### config.mk
export PLATFORM = sky130hd
export DESIGN_NAME = icache_fill_ctrl
export DESIGN_NICKNAME = d
export VERILOG_FILES = /design/src/rtl/icache_pkg.sv /design/src/rtl/icache_fill_ctrl.sv
export SDC_FILE = /design/constraint.sdc
export NUM_CORES = 1
export LEC_CHECK = 0
export CAP_MARGIN = 20
export CELL_PAD_IN_SITES_DETAIL_PLACEMENT = 1
export CELL_PAD_IN_SITES_GLOBAL_PLACEMENT = 2
export CORE_ASPECT_RATIO = 1.75
export CORE_MARGIN = 2
export CORE_UTILIZATION = 35
export DETAILED_ROUTE_END_ITERATION = 8
export GPL_TIMING_DRIVEN = 0
export MAX_ROUTING_LAYER = met4
export PLACE_DENSITY_LB_ADDON = 0.1
export SLEW_MARGIN = 20
export SYNTH_ARGS = -nofsm -noshare
export SYNTH_HDL_FRONTEND = slang
export SYNTH_SLANG_ARGS = --single-unit
### constraint.sdc
create_clock -name CLK -period 3.3 [get_ports CLK]
set_input_delay 0.99 -clock CLK [delete_from_list [all_inputs] [get_ports CLK]]
set_output_delay 0.99 -clock CLK [all_outputs]
set_load 0.01 [all_outputs]
### src/rtl/icache_pkg.sv
// Shared instruction-cache definitions: fill FSM states and line geometry.
// Used by the refill engine and the cache array.
package icache_pkg;

  typedef enum logic [1:0] {
    IDLE,
    FETCH,
    UPDATE
  } fill_state_t;

  localparam int unsigned LINE_WORDS = 4;
  localparam int unsigned WORD_OFF_W = 2;
  localparam int unsigned BYTE_OFF_W = 2;
  localparam int unsigned LINE_OFF_W = WORD_OFF_W + BYTE_OFF_W;
  localparam int unsigned INDEX_W    = 4;
  localparam int unsigned TAG_W      = 24;

endpackage

### src/rtl/icache_fill_ctrl.sv
// Instruction-cache miss refill engine: fetches a 4-word line one word at a
// time over a req/ready handshake, then strobes `update` to the cache.
module icache_fill_ctrl #(
  parameter int unsigned LINE_WORDS = 4,
  parameter int unsigned ADDR_W     = 32
) (
  input  logic              CLK,
  input  logic              RST_N,
  input  logic [ADDR_W-1:0] PC,
  input  logic              miss,
  output logic              cacheStall,
  output logic              update,
  output logic [31:0]       w0,
  output logic [31:0]       w1,
  output logic [31:0]       w2,
  output logic [31:0]       w3,
  output logic              mem_req,
  output logic [ADDR_W-1:0] mem_addr,
  input  logic              mem_ready,
  input  logic [31:0]       mem_rdata
);
  import icache_pkg::*;

  fill_state_t             state_q, state_d;
  logic [WORD_OFF_W-1:0]   cnt_q, cnt_d, cnt_inc;
  logic [ADDR_W-1:0]       line_base_q, line_base_d;
  logic [31:0]             line_q [LINE_WORDS];
  logic [31:0]             line_d [LINE_WORDS];
  logic                    update_q, update_d;
  logic                    mem_req_q, mem_req_d;
  logic [ADDR_W-1:0]       mem_addr_q, mem_addr_d;

  // Byte/word offset bits of PC are irrelevant: fills are always line-aligned.
  logic unused_pc_off;
  assign unused_pc_off = ^PC[LINE_OFF_W-1:0];

  assign cnt_inc = cnt_q + WORD_OFF_W'(1);

  // Registered outputs are driven from the next-state decode so that
  // mem_req/mem_addr/update line up with the state they belong to.
  always_comb begin
    state_d     = state_q;
    cnt_d       = cnt_q;
    line_base_d = line_base_q;
    line_d      = line_q;
    update_d    = 1'b0;
    mem_req_d   = mem_req_q;
    mem_addr_d  = mem_addr_q;
    cacheStall  = 1'b1;

    unique case (state_q)
      IDLE: begin
        cacheStall = miss;
        mem_req_d  = 1'b0;
        if (miss) begin
          line_base_d = {PC[ADDR_W-1:LINE_OFF_W], {LINE_OFF_W{1'b0}}};
          cnt_d       = '0;
          state_d     = FETCH;
          mem_req_d   = 1'b1;
          mem_addr_d  = {PC[ADDR_W-1:LINE_OFF_W], {LINE_OFF_W{1'b0}}};
        end
      end
      FETCH: begin
        if (mem_ready) begin
          line_d[cnt_q] = mem_rdata;
          if (cnt_q == WORD_OFF_W'(LINE_WORDS - 1)) begin
            state_d   = UPDATE;
            mem_req_d = 1'b0;
            update_d  = 1'b1;
          end else begin
            cnt_d      = cnt_inc;
            mem_addr_d = {line_base_q[ADDR_W-1:LINE_OFF_W], cnt_inc,
                          {BYTE_OFF_W{1'b0}}};
          end
        end
      end
      UPDATE: begin
        mem_req_d = 1'b0;
        state_d   = IDLE;
      end
      default: begin
        mem_req_d = 1'b0;
        state_d   = IDLE;
      end
    endcase
  end

  always_ff @(posedge CLK or negedge RST_N) begin
    if (!RST_N) begin
      state_q     <= IDLE;
      cnt_q       <= '0;
      line_base_q <= '0;
      line_q      <= '{default: '0};
      update_q    <= 1'b0;
      mem_req_q   <= 1'b0;
      mem_addr_q  <= '0;
    end else begin
      state_q     <= state_d;
      cnt_q       <= cnt_d;
      line_base_q <= line_base_d;
      line_q      <= line_d;
      update_q    <= update_d;
      mem_req_q   <= mem_req_d;
      mem_addr_q  <= mem_addr_d;
    end
  end

  assign update   = update_q;
  assign mem_req  = mem_req_q;
  assign mem_addr = mem_addr_q;
  assign w0       = line_q[0];
  assign w1       = line_q[1];
  assign w2       = line_q[2];
  assign w3       = line_q[3];

endmodule

-- Yosys cells after proc, flatten, opt, wreduce, memory -nomap -nowiden
Cells that the tools add are included.
- bits in registers: 194
- bits of input ports: 68
- add/sub/neg operators: 1
- order comparisons: 2
- equality and inequality tests: 6
- muxes and demuxes: 23
- bitwise logic cells: 1
- reduce and logical (&&, ||, !) cells: 8
- operators by type and width (cell ; count):
    128-bit bitwise mux ; 1
    32-bit 2-to-1 mux ; 4
    32-bit demux with 2-bit select ; 1
    32-bit one-hot mux with 2 select lines ; 1
    2-bit 2-to-1 mux ; 6
    2-bit inequality test, second input constant ; 4
    2-bit one-hot mux with 2 select lines ; 2
    1-bit 2-to-1 mux ; 7
    2-bit AND reduction ; 3
    4-bit AND reduction ; 1
    3-bit >= comparator, second input constant ; 1
    3-bit by 1-bit less-than comparator with 1-bit output, second input constant ; 1
    2-bit NOT with 3-bit output ; 1
    3-bit AND reduction ; 1
    2-bit by 1-bit adder with 2-bit output, second input constant ; 1
    2-bit by 1-bit equality test with 1-bit output, second input constant ; 1
    2-bit equality test, second input constant ; 1
    2-bit logical NOT ; 1
    1-bit one-hot mux with 2 select lines ; 1
    2-bit nonzero test ; 1
    1-bit logical AND ; 1

-- Longest topological paths before layout
- word-level depth: 6
- gate-level depth with buffers: 5
- mapped depth without buffers: 4

-- Least setup slack after synthesis
Ideal clock, no wire load.
- path type: input-to-output
- from: input miss
- to: output cacheStall
- arrival: 1.339 ns
- setup slack: 0.971 ns
- cell stages on the path: 1
- buffers on the path: 0
- cell sequence: or3_1
- word-level cells in the longest chain between the ends: 1
- RTL lines (item ; line ; source):
    start: declaration ; icache_fill_ctrl.sv:10 ; input logic miss,
    1-bit 2-to-1 mux ; icache_fill_ctrl.sv:51 ; unique case (state_q)
    end: declaration ; icache_fill_ctrl.sv:11 ; output logic cacheStall,
Every way passes these cells.

-- Worst setup path in the final report
Ends and elaborated chain as after synthesis.

==> impl_metrics.py <==
metrics = {
    "die": {
        "dieArea_sq_um": 23200,
        "ios": 231,
        "core_area_sq_um": 21600,
        "die_width_um": 116,
        "start_util_pct": 35.7,
        "die_h_um": 200,
        "num_rows": 71,
    },
    "layout": {
        "layout_commonest_cell": "clkdlybuf4s50_1",
        "design_area_sq_um": 10900,
        "syn_to_final_growth_pct": 42.2,
        "fin_nets": 770,
        "layout_common_cells": "223 x clkdlybuf4s50_1, 190 x dfrtp_1, 185 x mux2_2",
        "drive_gt1_share_pct": 37.3,
        "post-route-util_pct": 50.7,
        "final-instance-count-excl-fill": 1002,
        "diodes": 0,
    },
    "worst_setup_path": {
        "cp-start-kind": "primary input",
        "worstSetupPathType": "in -> out",
        "worst-path-max-fanout": 3,
        "path_delay_family": "buffers and inverters",
        "crit_cells": 3,
        "cpMostUsedCell": "clkdlybuf4s50_1",
        "reg2reg_from": "cnt_q[0]",
        "cpMaxStageDelayCell": "clkdlybuf4s50_1",
        "crit_chain": "clkdlybuf4s50_1 > or3_1 > clkdlybuf4s50_1",
        "critPathMaxStageDelay_ns": 0.49,
        "cp_num_buf_inv": 2,
        "arrival_ns": 2.26,
        "rr_worst_depth": 5,
        "cp.required_ns": 2.31,
        "setup.worst_path.end_class": "output pin",
        "r2r_end": "mem_addr[20]",
        "rrSetupSlack_ns": 1.48,
    },
    "synthesis": {
        "synth_seq_cells": 190,
        "synth_top_area_share_pct": 61.8,
        "syn_area_sq_um": 7700,
        "netlist_instances": 452,
        "yosys-top-cells-area": "dfrtp_1 62%, mux2_2 27%, mux2_4 3.5%",
        "yosysSeqAreaShare_pct": 61.8,
        "syn_avg_cell_area_sq_um": 17.0,
        "ys_types": 21,
        "synth_area_leader_cell": "dfrtp_1",
        "ys_warn_count": 0,
    },
    "route": {
        "dr.pass1.iters": 4,
        "vias_per_cell": 4.72,
        "wl_um": 19600,
        "route.detailed.wl_per_inst_um": 19.6,
        "drc": 0,
        "ant_nets": 0,
        "vias": 4726,
        "first_iter_violations": 116,
    },
    "power": {
        "p_leak_nw": 4.68,
        "power.internal_mw": 8.05,
        "p_comb_share_pct": 46.3,
        "switching_share_pct": 30.1,
        "power.switching_mw": 3.47,
        "pwr-share-clk_pct": 17.7,
        "seq_power_share_pct": 35.9,
        "ir_drop_uv": 478,
        "power_density_nw_per_um2": 1050,
    },
    "run_status": {
        "status": "complete, no violations",
    },
    "clock_tree": {
        "clock_sinks": 190,
        "cts_resized": 0,
        "post_cts_buffers": 0,
        "clk_root_buffer_cell": "clkbuf_16",
        "cts_buffer_depth": 2,
        "numCtsBuffers": 17,
        "tritoncts": "built",
        "hold_buffers": 0,
        "clk_pin_slew_ns": 0.07,
        "htreeDepth": 4,
        "clk_latency_ns": 0.44,
    },
    "place": {
        "placed_cell_area_sq_um": 10400,
        "pre_cts_ws_ns": 0.0636,
        "dp.final_hpwl_um": 14400,
        "gp_congestion": 0.727,
        "dp_cells": 971,
        "portBuffers": 224,
    },
    "grt": {
        "overflow": 0,
        "grt_max_degree": 76,
        "grt_pass1_wl_um": 30700,
        "antenna_found_initial": 0,
        "track_usage_pct": 18.2,
        "grt_pass1_vias": 5467,
    },
    "timing": {
        "slew_headroom_pct": 66.8,
        "tightestPinTransition_ns": 0.497,
        "max_freq_ghz": 0.308,
        "setup_viol": 0,
        "hold_violations": 0,
        "rsz0062_at_grt": "no",
        "post-route-period-util_pct": 98.4,
        "fin_crit_ns": 3.25,
        "clock_skew_ns": 0.00539,
        "fin_ws_ns": 0.0524,
        "maxSlewViolCount": 0,
    },
    "min_path": {
        "hold_class": "in -> async",
    },
    "run": {
        "drv_cap": 0,
    },
}
-- Yosys cell counts --
library cell and instances:
dfrtp_1 190, mux2_2 185, buf_6 19, mux2_4 18, mux2_1 9, ha_1 4, inv_1 4, nand3_4 4
buf_2 3, nand2_1 3, buf_4 2, mux2i_1 2, a21o_1 1, a21oi_4 1, a31o_2 1, conb_1 1
nand2b_1 1, nand3b_2 1, nor2b_2 1, nor3b_1 1, or3_1 1
-- worst max path at each step --
stage,startpoint,to,slack [ns]
3_5_place_dp,miss,cacheStall,0.06
6_report,miss,cacheStall,0.05
2_1_floorplan,miss,cacheStall,0.97
5_1_grt,miss,cacheStall,0.02
4_1_cts,miss,cacheStall,0.06
3_3_place_gp,RST_N,w0[8],-6.47
-- state kept, by name, summed over array words and instances (netlist names) --
name	flops
w0	32
state_q	2
line_base_q	28
w3	32
mem_addr	29
w2	32
update	1
mem_req	1
cnt_q	1
w1	32
-- cell families (layout without fill, tap and decap cells) --
family          count (synthesis)  in the layout  synth area share [%]
flops                         190            190                  61.8
fa+ha+maj                       4              4                 0.650
buf+inv                        28            285                  3.37
compound gates                  3              3                 0.423
mux                           214            214                  32.2
simple gates                   12             12                  1.58
other cells                     1              2                0.0487
-- metrics by stage --
stage | hold slack, ns | total power [mW] | TNS, ns
3_5_place_dp | 0.484 | 9.62 | 0
4_1_cts | 0.440 | 11.7 | 0
3_3_place_gp | 0.476 | 9.41 | -1225.83
6_report | 0.445 | 11.5 | 0
5_1_grt | 0.448 | 12.2 | 0
2_1_floorplan | 0.475 | 6.76 | 0
-- power groups by stage --
stage	clock, mW	sequential, mW	combinational (mW)
finish	2.04	4.14	5.34
floorplan	0	4.55	2.21
detailed placement	0	4.19	5.43
global route	2.21	4.31	5.68
CTS	2.12	4.16	5.46
global placement	0	4.11	5.31
-- final cells by class --
class / count / area (sq um)
fill: 2129 / 10600
sequential: 190 / 4750
multi-input combinational: 235 / 2690
timing repair buffer: 226 / 2300
clock buffer: 25 / 495
tap: 292 / 365
buffer: 24 / 244
clock inverter: 6 / 82.6
inverter: 4 / 15.0
-- routing by layer --
| layer | vias to the layer above | share of wire (%) | wire (um) | track usage [%] |
|---|---|---|---|---|
| met2 | 143 | 56 | 11000 | 32.3 |
| met4 | 0 | 2.2 | 428 | 6.68 |
| met5 | - | 0 | 0 | - |
| li1 | 2080 | - | - | - |
| met3 | 27 | 6.3 | 1230 | 5.69 |
| met1 | 2476 | 36 | 7000 | 18.3 |
(Power assumes the default switching activity.)
